`src/rtl/teclado_cajero_pkg.sv`:
```
// Shared definitions for the ATM keypad front-end.
//   - estado_t: scan/debounce FSM states (3-bit encoding)
//   - key codes for the non-digit keys
//   - helpers: matrix decode, lowest low row, single-row pattern
package teclado_cajero_pkg;

  typedef enum logic [2:0] {
    ESCANEO       = 3'd0,
    REBOTE        = 3'd1,
    ACEPTAR       = 3'd2,
    ESPERA_SOLTAR = 3'd3
  } estado_t;

  localparam logic [3:0] TECLA_AST    = 4'hA;  // '*'
  localparam logic [3:0] TECLA_NUM    = 4'hB;  // '#'
  localparam logic [3:0] TECLA_LETRA  = 4'hF;  // A-D, always ignored
  localparam logic [3:0] FILAS_LIBRES = 4'hF;  // no row pulled low

  // Layout: r0 1 2 3 A | r1 4 5 6 B | r2 7 8 9 C | r3 * 0 # D
  function automatic logic [3:0] decodificar(input logic [1:0] fila, input logic [1:0] col);
    logic [3:0] code;
    unique case ({fila, col})
      4'b00_00: code = 4'd1;
      4'b00_01: code = 4'd2;
      4'b00_10: code = 4'd3;
      4'b01_00: code = 4'd4;
      4'b01_01: code = 4'd5;
      4'b01_10: code = 4'd6;
      4'b10_00: code = 4'd7;
      4'b10_01: code = 4'd8;
      4'b10_10: code = 4'd9;
      4'b11_00: code = TECLA_AST;
      4'b11_01: code = 4'd0;
      4'b11_10: code = TECLA_NUM;
      default:  code = TECLA_LETRA;
    endcase
    return code;
  endfunction

  function automatic logic es_digito(input logic [3:0] code);
    return code <= 4'd9;
  endfunction

  // Lowest-index row that reads low; only meaningful when some row is low.
  function automatic logic [1:0] fila_baja_min(input logic [3:0] filas);
    logic [1:0] idx;
    idx = 2'd0;
    for (int i = 3; i >= 0; i--) begin
      if (!filas[i]) idx = 2'(i);
    end
    return idx;
  endfunction

  // Row pattern expected while exactly one key on row 'fila' is held.
  function automatic logic [3:0] patron_fila(input logic [1:0] fila);
    return ~(4'b0001 << fila);
  endfunction

endpackage

```
`src/rtl/teclado_cajero_acumulador_monto.sv`:
```
// acumulador_monto: decimal amount accumulator for the keypad front-end.
//   clk, rst       clock, asynchronous active-low reset
//   digit, valid   accepted digit (0-9) to append as acc*10+digit
//   clear          '*' : drop acc, count and overflow flag
//   confirm        '#' : publish acc on monto, pulse monto_stb next cycle, then clear
//   monto          last confirmed amount
//   monto_stb      one-cycle pulse, monto valid
//   desborde       sticky: a digit was dropped because MAX_DIGITS were already held
module acumulador_monto
  import teclado_cajero_pkg::*;
#(
  parameter int MAX_DIGITS = 9
) (
  input  logic        clk,
  input  logic        rst,
  input  logic [3:0]  digit,
  input  logic        valid,
  input  logic        clear,
  input  logic        confirm,
  output logic [31:0] monto,
  output logic        monto_stb,
  output logic        desborde
);

  localparam int CNT_W = $clog2(MAX_DIGITS + 1);

  logic [31:0]      acc;
  logic [CNT_W-1:0] count;
  logic [31:0]      acc_x10_d;

  // x10 as shift-and-add; 9 digits never exceed 32 bits.
  assign acc_x10_d = (acc << 3) + (acc << 1) + {28'd0, digit};

  // NOTE: state registers use non-blocking assignments so every flop samples
  // the pre-edge values; blocking here would create order-dependent races.
  always_ff @(posedge clk or negedge rst) begin
    if (!rst) begin
      acc       <= '0;
      count     <= '0;
      monto     <= '0;
      monto_stb <= 1'b0;
      desborde  <= 1'b0;
    end else begin
      monto_stb <= 1'b0;
      if (confirm) begin
        monto     <= acc;
        monto_stb <= 1'b1;
        acc       <= '0;
        count     <= '0;
        desborde  <= 1'b0;
      end else if (clear) begin
        acc      <= '0;
        count    <= '0;
        desborde <= 1'b0;
      end else if (valid) begin
        if (count < CNT_W'(MAX_DIGITS)) begin
          acc   <= acc_x10_d;
          count <= count + CNT_W'(1);
        end else begin
          desborde <= 1'b1;
        end
      end
    end
  end

endmodule

```
`src/rtl/teclado_cajero.sv`:
```
// teclado_cajero: 4x4 keypad front-end for the ATM controller.
// Scans the active-low matrix, debounces press and release, decodes the key and
// either emits PIN digits or accumulates a decimal amount.
//   clk          system clock
//   rst          asynchronous, active-low reset
//   filas[3:0]   keypad rows, active-low, pulled up
//   modo_monto   0 = PIN mode, 1 = amount mode
//   columnas     keypad column drive, active-low
//   digito       last accepted PIN digit
//   digito_stb   one-cycle pulse, digito valid
//   monto        confirmed amount
//   monto_stb    one-cycle pulse, monto valid
//   desborde     sticky amount-overflow flag
// filas is expected to be already synchronous to clk (slow mechanical keys,
// and the debounce filter rejects any single-cycle disturbance).
module teclado_cajero
  import teclado_cajero_pkg::*;
#(
  parameter int SCAN_CYCLES      = 2,
  parameter int DEBOUNCE_CYCLES  = 4,
  parameter int MONTO_MAX_DIGITS = 9
) (
  input  logic        clk,
  input  logic        rst,
  input  logic [3:0]  filas,
  input  logic        modo_monto,
  output logic [3:0]  columnas,
  output logic [3:0]  digito,
  output logic        digito_stb,
  output logic [31:0] monto,
  output logic        monto_stb,
  output logic        desborde
);

  localparam int SCAN_W = $clog2(SCAN_CYCLES + 1);
  localparam int DEB_W  = $clog2(DEBOUNCE_CYCLES + 1);

  estado_t           estado, estado_n;
  logic [SCAN_W-1:0] scan_cnt, scan_cnt_n;
  logic [DEB_W-1:0]  deb_cnt, deb_cnt_n;
  logic [1:0]        col, col_n;
  logic [1:0]        fila_lat, fila_lat_n;
  logic [3:0]        digito_n;
  logic              pin_stb_n;
  logic [3:0]        tecla;
  logic              acc_valid, acc_clear, acc_confirm;

  // Column and latched row together identify the key; col is frozen while
  // the press is being debounced and accepted.
  assign tecla = decodificar(fila_lat, col);

  // All columns low while waiting for release so any held key keeps a row low.
  assign columnas = (estado == ESPERA_SOLTAR) ? 4'b0000 : ~(4'b0001 << col);

  always_ff @(posedge clk or negedge rst) begin
    if (!rst) begin
      estado     <= ESPERA_SOLTAR;
      scan_cnt   <= '0;
      deb_cnt    <= '0;
      col        <= '0;
      fila_lat   <= '0;
      digito     <= '0;
      digito_stb <= 1'b0;
    end else begin
      estado     <= estado_n;
      scan_cnt   <= scan_cnt_n;
      deb_cnt    <= deb_cnt_n;
      col        <= col_n;
      fila_lat   <= fila_lat_n;
      digito     <= digito_n;
      digito_stb <= pin_stb_n;
    end
  end

  // NOTE: every signal written here gets a default first; a path that leaves
  // one unassigned would make synthesis infer a latch.
  always_comb begin
    estado_n    = estado;
    scan_cnt_n  = scan_cnt;
    deb_cnt_n   = deb_cnt;
    col_n       = col;
    fila_lat_n  = fila_lat;
    digito_n    = digito;
    pin_stb_n   = 1'b0;
    acc_valid   = 1'b0;
    acc_clear   = 1'b0;
    acc_confirm = 1'b0;

    unique case (estado)
      ESCANEO: begin
        if (filas != FILAS_LIBRES) begin
          fila_lat_n = fila_baja_min(filas);
          deb_cnt_n  = '0;
          estado_n   = REBOTE;
        end else if (scan_cnt == SCAN_W'(SCAN_CYCLES - 1)) begin
          scan_cnt_n = '0;
          col_n      = col + 2'd1;  // col 3 wraps to col 0
        end else begin
          scan_cnt_n = scan_cnt + SCAN_W'(1);
        end
      end

      REBOTE: begin
        // A second low row (ghosting or two keys) counts as a glitch.
        if (filas == patron_fila(fila_lat)) begin
          if (deb_cnt == DEB_W'(DEBOUNCE_CYCLES - 1)) begin
            estado_n = ACEPTAR;
            // digito is loaded on entry to ACEPTAR so it is already stable
            // one cycle before digito_stb rises.
            if (!modo_monto && es_digito(tecla)) digito_n = tecla;
          end else begin
            deb_cnt_n = deb_cnt + DEB_W'(1);
          end
        end else begin
          estado_n   = ESCANEO;
          scan_cnt_n = '0;
        end
      end

      ACEPTAR: begin
        estado_n  = ESPERA_SOLTAR;
        deb_cnt_n = '0;
        if (modo_monto) begin
          acc_valid   = es_digito(tecla);
          acc_clear   = (tecla == TECLA_AST);
          acc_confirm = (tecla == TECLA_NUM);
        end else begin
          pin_stb_n = es_digito(tecla);
        end
      end

      ESPERA_SOLTAR: begin
        if (filas == FILAS_LIBRES) begin
          if (deb_cnt == DEB_W'(DEBOUNCE_CYCLES - 1)) begin
            estado_n   = ESCANEO;
            col_n      = '0;
            scan_cnt_n = '0;
            deb_cnt_n  = '0;
          end else begin
            deb_cnt_n = deb_cnt + DEB_W'(1);
          end
        end else begin
          deb_cnt_n = '0;
        end
      end

      default: estado_n = ESPERA_SOLTAR;
    endcase
  end

  acumulador_monto #(
    .MAX_DIGITS(MONTO_MAX_DIGITS)
  ) u_acumulador (
    .clk      (clk),
    .rst      (rst),
    .digit    (tecla),
    .valid    (acc_valid),
    .clear    (acc_clear),
    .confirm  (acc_confirm),
    .monto    (monto),
    .monto_stb(monto_stb),
    .desborde (desborde)
  );

endmodule

```
`config.mk`:
```
export PLATFORM = sky130hd
export DESIGN_NAME = teclado_cajero
export DESIGN_NICKNAME = d
export VERILOG_FILES = /design/src/rtl/teclado_cajero_pkg.sv /design/src/rtl/teclado_cajero_acumulador_monto.sv /design/src/rtl/teclado_cajero.sv
export SDC_FILE = /design/constraint.sdc
export NUM_CORES = 1
export LEC_CHECK = 0
export BUFFER_PORTS_ARGS = -buffer_cell sky130_fd_sc_hd__buf_2
export CAP_MARGIN = 20
export CORE_AREA = 5 5 108 110
export CTS_BUF_LIST = sky130_fd_sc_hd__clkbuf_2 sky130_fd_sc_hd__clkbuf_4 sky130_fd_sc_hd__clkbuf_8
export DETAILED_ROUTE_END_ITERATION = 10
export DIE_AREA = 0 0 113 115
export PLACE_DENSITY_LB_ADDON = 0.08
export SLEW_MARGIN = 20
export SYNTH_ARGS = -nofsm -noshare
export SYNTH_HDL_FRONTEND = slang
export SYNTH_SLANG_ARGS = --single-unit
```
`constraint.sdc`:
```
create_clock -name clk -period 3.7 [get_ports clk]
set_clock_uncertainty 0.2 [all_clocks]
set_input_delay 0 -clock clk [delete_from_list [all_inputs] [get_ports clk]]
set_output_delay 0 -clock clk [all_outputs]
set_load 0.01 [all_outputs]
```
==> flow_metrics.py <==
metrics = {
    "yosys": {
        "synthTopCellsByArea": "dfrtp_1 36%, ha_1 16%, mux2_2 6.7%, a21oi_1 4.4%, nand2_1 3.4%",
        "synthesis.nets": 698,
        "synthTopCellsByCount": "84 x dfrtp_1, 74 x ha_1, 53 x nand2_1",
        "yosys.area.top_type": "dfrtp_1",
        "avgSynthCellArea_um2": 9.61,
        "synth_top_area_share_pct": 35.5,
        "synth_warnings": 0,
        "syn_area_um2": 5910,
        "synth_most_common_cell": "dfrtp_1",
        "synth-seq-cells": 86,
        "synth_cells": 615,
        "synth_cell_type_count": 61,
        "yosysSeqAreaShare_pct": 36.4,
        "synth_edf_count": 0,
        "synth_ff_type": "dfrtp_1",
        "async_reset_ff_share_pct": 100,
    },
    "clock_network": {
        "cts_buffers": 9,
        "htree_levels": 3,
        "cts_root_buffer": "clkbuf_8",
        "cts.sinks": 86,
        "clockBufferDepth": 2,
        "cts_tree": "built",
        "clk_pin_slew_ns": 0.09,
        "clock_latency_ns": 0.37,
    },
    "worst_setup_path": {
        "arrival_ns": 3.81,
        "cp_max_fo": 4,
        "path_class": "reg -> reg",
        "rr_startpoint": "col[0]",
        "r2r_setup_slack_ns": -0.02,
        "required_ns": 3.79,
        "crit_path_end_kind": "flip-flop",
        "crit_path_start": "col[0]",
        "start_kind": "flip-flop",
        "critPathCapture": "u_acumulador.acc[31]",
        "reg2reg_to": "u_acumulador.acc[31]",
        "r2r_cells": 15,
    },
    "floorplanning": {
        "ioPinCount": 50,
        "initial_core_util_pct": 55.8,
        "die_w_um": 113,
        "core_um2": 10600,
        "dieArea_um2": 13000,
        "die_h_um": 115,
        "rows": 38,
    },
    "global_route": {
        "grt_pass1_wl_um": 24000,
        "gr-usage-all-layers_pct": 22.6,
        "grt_pass1_vias": 4932,
        "grt_max_degree": 87,
        "grt.overflow.total": 0,
        "antenna_found_initial": 0,
    },
    "sta": {
        "worst_slack_ns": -0.0170,
        "hold_slack_ns": 0.0535,
        "setup_tns_ns": -0.0170,
        "worstMarginPinSlew_ns": 0.772,
        "hold_viol_final": 0,
        "rsz0062_at_grt": "true",
        "period_share_pct": 100,
        "drv_slew": 0,
        "worst_slew_margin_rel_pct": 48.5,
        "fmax_mhz": 269,
        "final.min_clock_period_ns": 3.72,
        "setup_violations": 1,
    },
    "status": {
        "status": "finished with violations",
        "violations": "setup timing",
    },
    "cells_and_area": {
        "drive_gt1_share_pct": 27.9,
        "final_core_util_pct": 67.9,
        "fin_cells": 842,
        "diodes": 0,
        "syn2layout_area_growth_pct": 21.8,
        "nNetsFinal": 780,
    },
    "drt": {
        "drc_errors": 0,
        "ant_nets": 0,
        "drt_iter0_drc": 377,
        "dr.pass1.iters": 5,
        "vias_per_cell": 5.92,
        "avgRoutedWirePerCell_um": 17.3,
        "dr_total_vias": 4984,
        "routed_wl_um": 14500,
    },
    "place": {
        "port_buffers": 49,
        "gp_congestion": 0.901,
        "dp_hpwl_um": 9950,
        "dp.cells": 806,
    },
    "power_and_ir_drop": {
        "p_leak_nw": 3.62,
        "power_mw": 5.00,
        "peakVddDrop_mv": 0.509,
        "powerDensity_nw_per_um2": 694,
    },
    "job": {
        "cap_violations": 0,
    },
    "hold_path": {
        "hold_class": "in -> async",
    },
}
[critical path, stage by stage (launching register included)]
cell       delay [ns]
dfrtp_1          0.43
inv_2            0.14
ha_4             0.16
nand2b_4         0.06
a31oi_4          0.19
inv_2            0.07
fa_1             0.51
buf_6            0.14
ha_4             0.25
a21oi_2          0.06
nand4b_1         0.31
a21oi_2          0.27
o31a_1           0.30
o2111ai_2        0.19
and4_1           0.25
nor3_2           0.10
[placed cells by master, fill, tap and decap left out, types with 6 or more instances in the layout]
cell type and instances:
dfrtp_1 83, buf_4 30, nor2_1 34, o22ai_1 6, o21a_1 6, dlygate4sd3_1 10, mux2i_1 6, ha_4 6
and3_1 9, mux2_2 35, buf_2 48, nand2_1 53, xnor2_1 8, or3_1 6, nor3_1 10, buf_6 7
a31oi_1 7, nand3b_1 6, o21ai_0 30, a21o_1 17, inv_1 24, a21oi_1 48, clkbuf_8 10, xor2_1 6
ha_1 66, nand3_1 15
[metrics by stage]
stage	area, um2	setup WS, ns
2_1_floorplan	5940	-0.00610
3_3_place_gp	6460	-0.0360
3_5_place_dp	6460	-0.194
4_1_cts	6860	-0.0226
5_1_grt	7200	-0.126
6_report	7200	-0.0170
[cell type report]
class                      count  area [um2]
multi-input combinational    476        3880
fill                         832        3400
sequential                    86        2160
timing repair buffer          96         664
tap                          140         175
clock buffer                  12         153
inverter                      28         108
clock inverter                 4        72.6
[report_power, final]
group          switching [mW]  total [mW]  internal, mW
Combinational            1.48        2.79          1.31
Sequential              0.251        1.43          1.18
Clock                   0.355       0.769         0.413
[state kept, by name, indices dropped and copies added, names as in the netlist, 2 cells and up]
register            count
u_acumulador.monto     32
digito                  4
deb_cnt                 3
estado                  2
u_acumulador.acc       32
fila_lat                2
u_acumulador.count      4
col                     2
scan_cnt                2
[layer usage]
layer	part of all wire (%)	global-route usage (%)	routed length, um	vias up
li1	-	-	-	2404
met1	46	30.8	6640	2435
met2	49	37.7	7060	124
met3	4.2	2.47	612	21
met4	1.6	8.17	231	0
met5	0	0	0	-
[cell families (layout without fill, tap and decap cells)]
group | Yosys count | count (layout) | share of synthesized area [%]
AND/OR/NAND/NOR | 177 | 177 | 15.3
AO/OA/AOI/OAI | 164 | 164 | 17.4
flip-flops | 86 | 86 | 36.4
adder cells (fa/ha/maj) | 76 | 76 | 16.3
buffers and inverters | 53 | 140 | 3.81
multiplexers | 43 | 43 | 8.32
XOR/XNOR | 16 | 16 | 2.37
[what timing repair did]
| action | 4_1_cts | 5_1_grt |
|---|---|---|
| hold buffers | 10 | 0 |
| endpoints found under the hold margin | 90 | 0 |
| pin swaps | 7 | 29 |
| cloned | 0 | 0 |
| buffers inserted | 2 | 8 |
| setup endpoints to repair | 19 | 22 |
| gates resized for setup | 14 | 55 |
[worst min path at each step]
stage                     slack [ns]                endpoint
after global placement          0.06  u_acumulador.monto[18]
after CTS                       0.09              deb_cnt[2]
after floorplan                -0.50                  col[0]
after global routing            0.14  u_acumulador.monto[18]
final                           0.05  u_acumulador.monto[18]
after detailed placement        0.07  u_acumulador.monto[18]
Power figures use the tool's default switching activity.
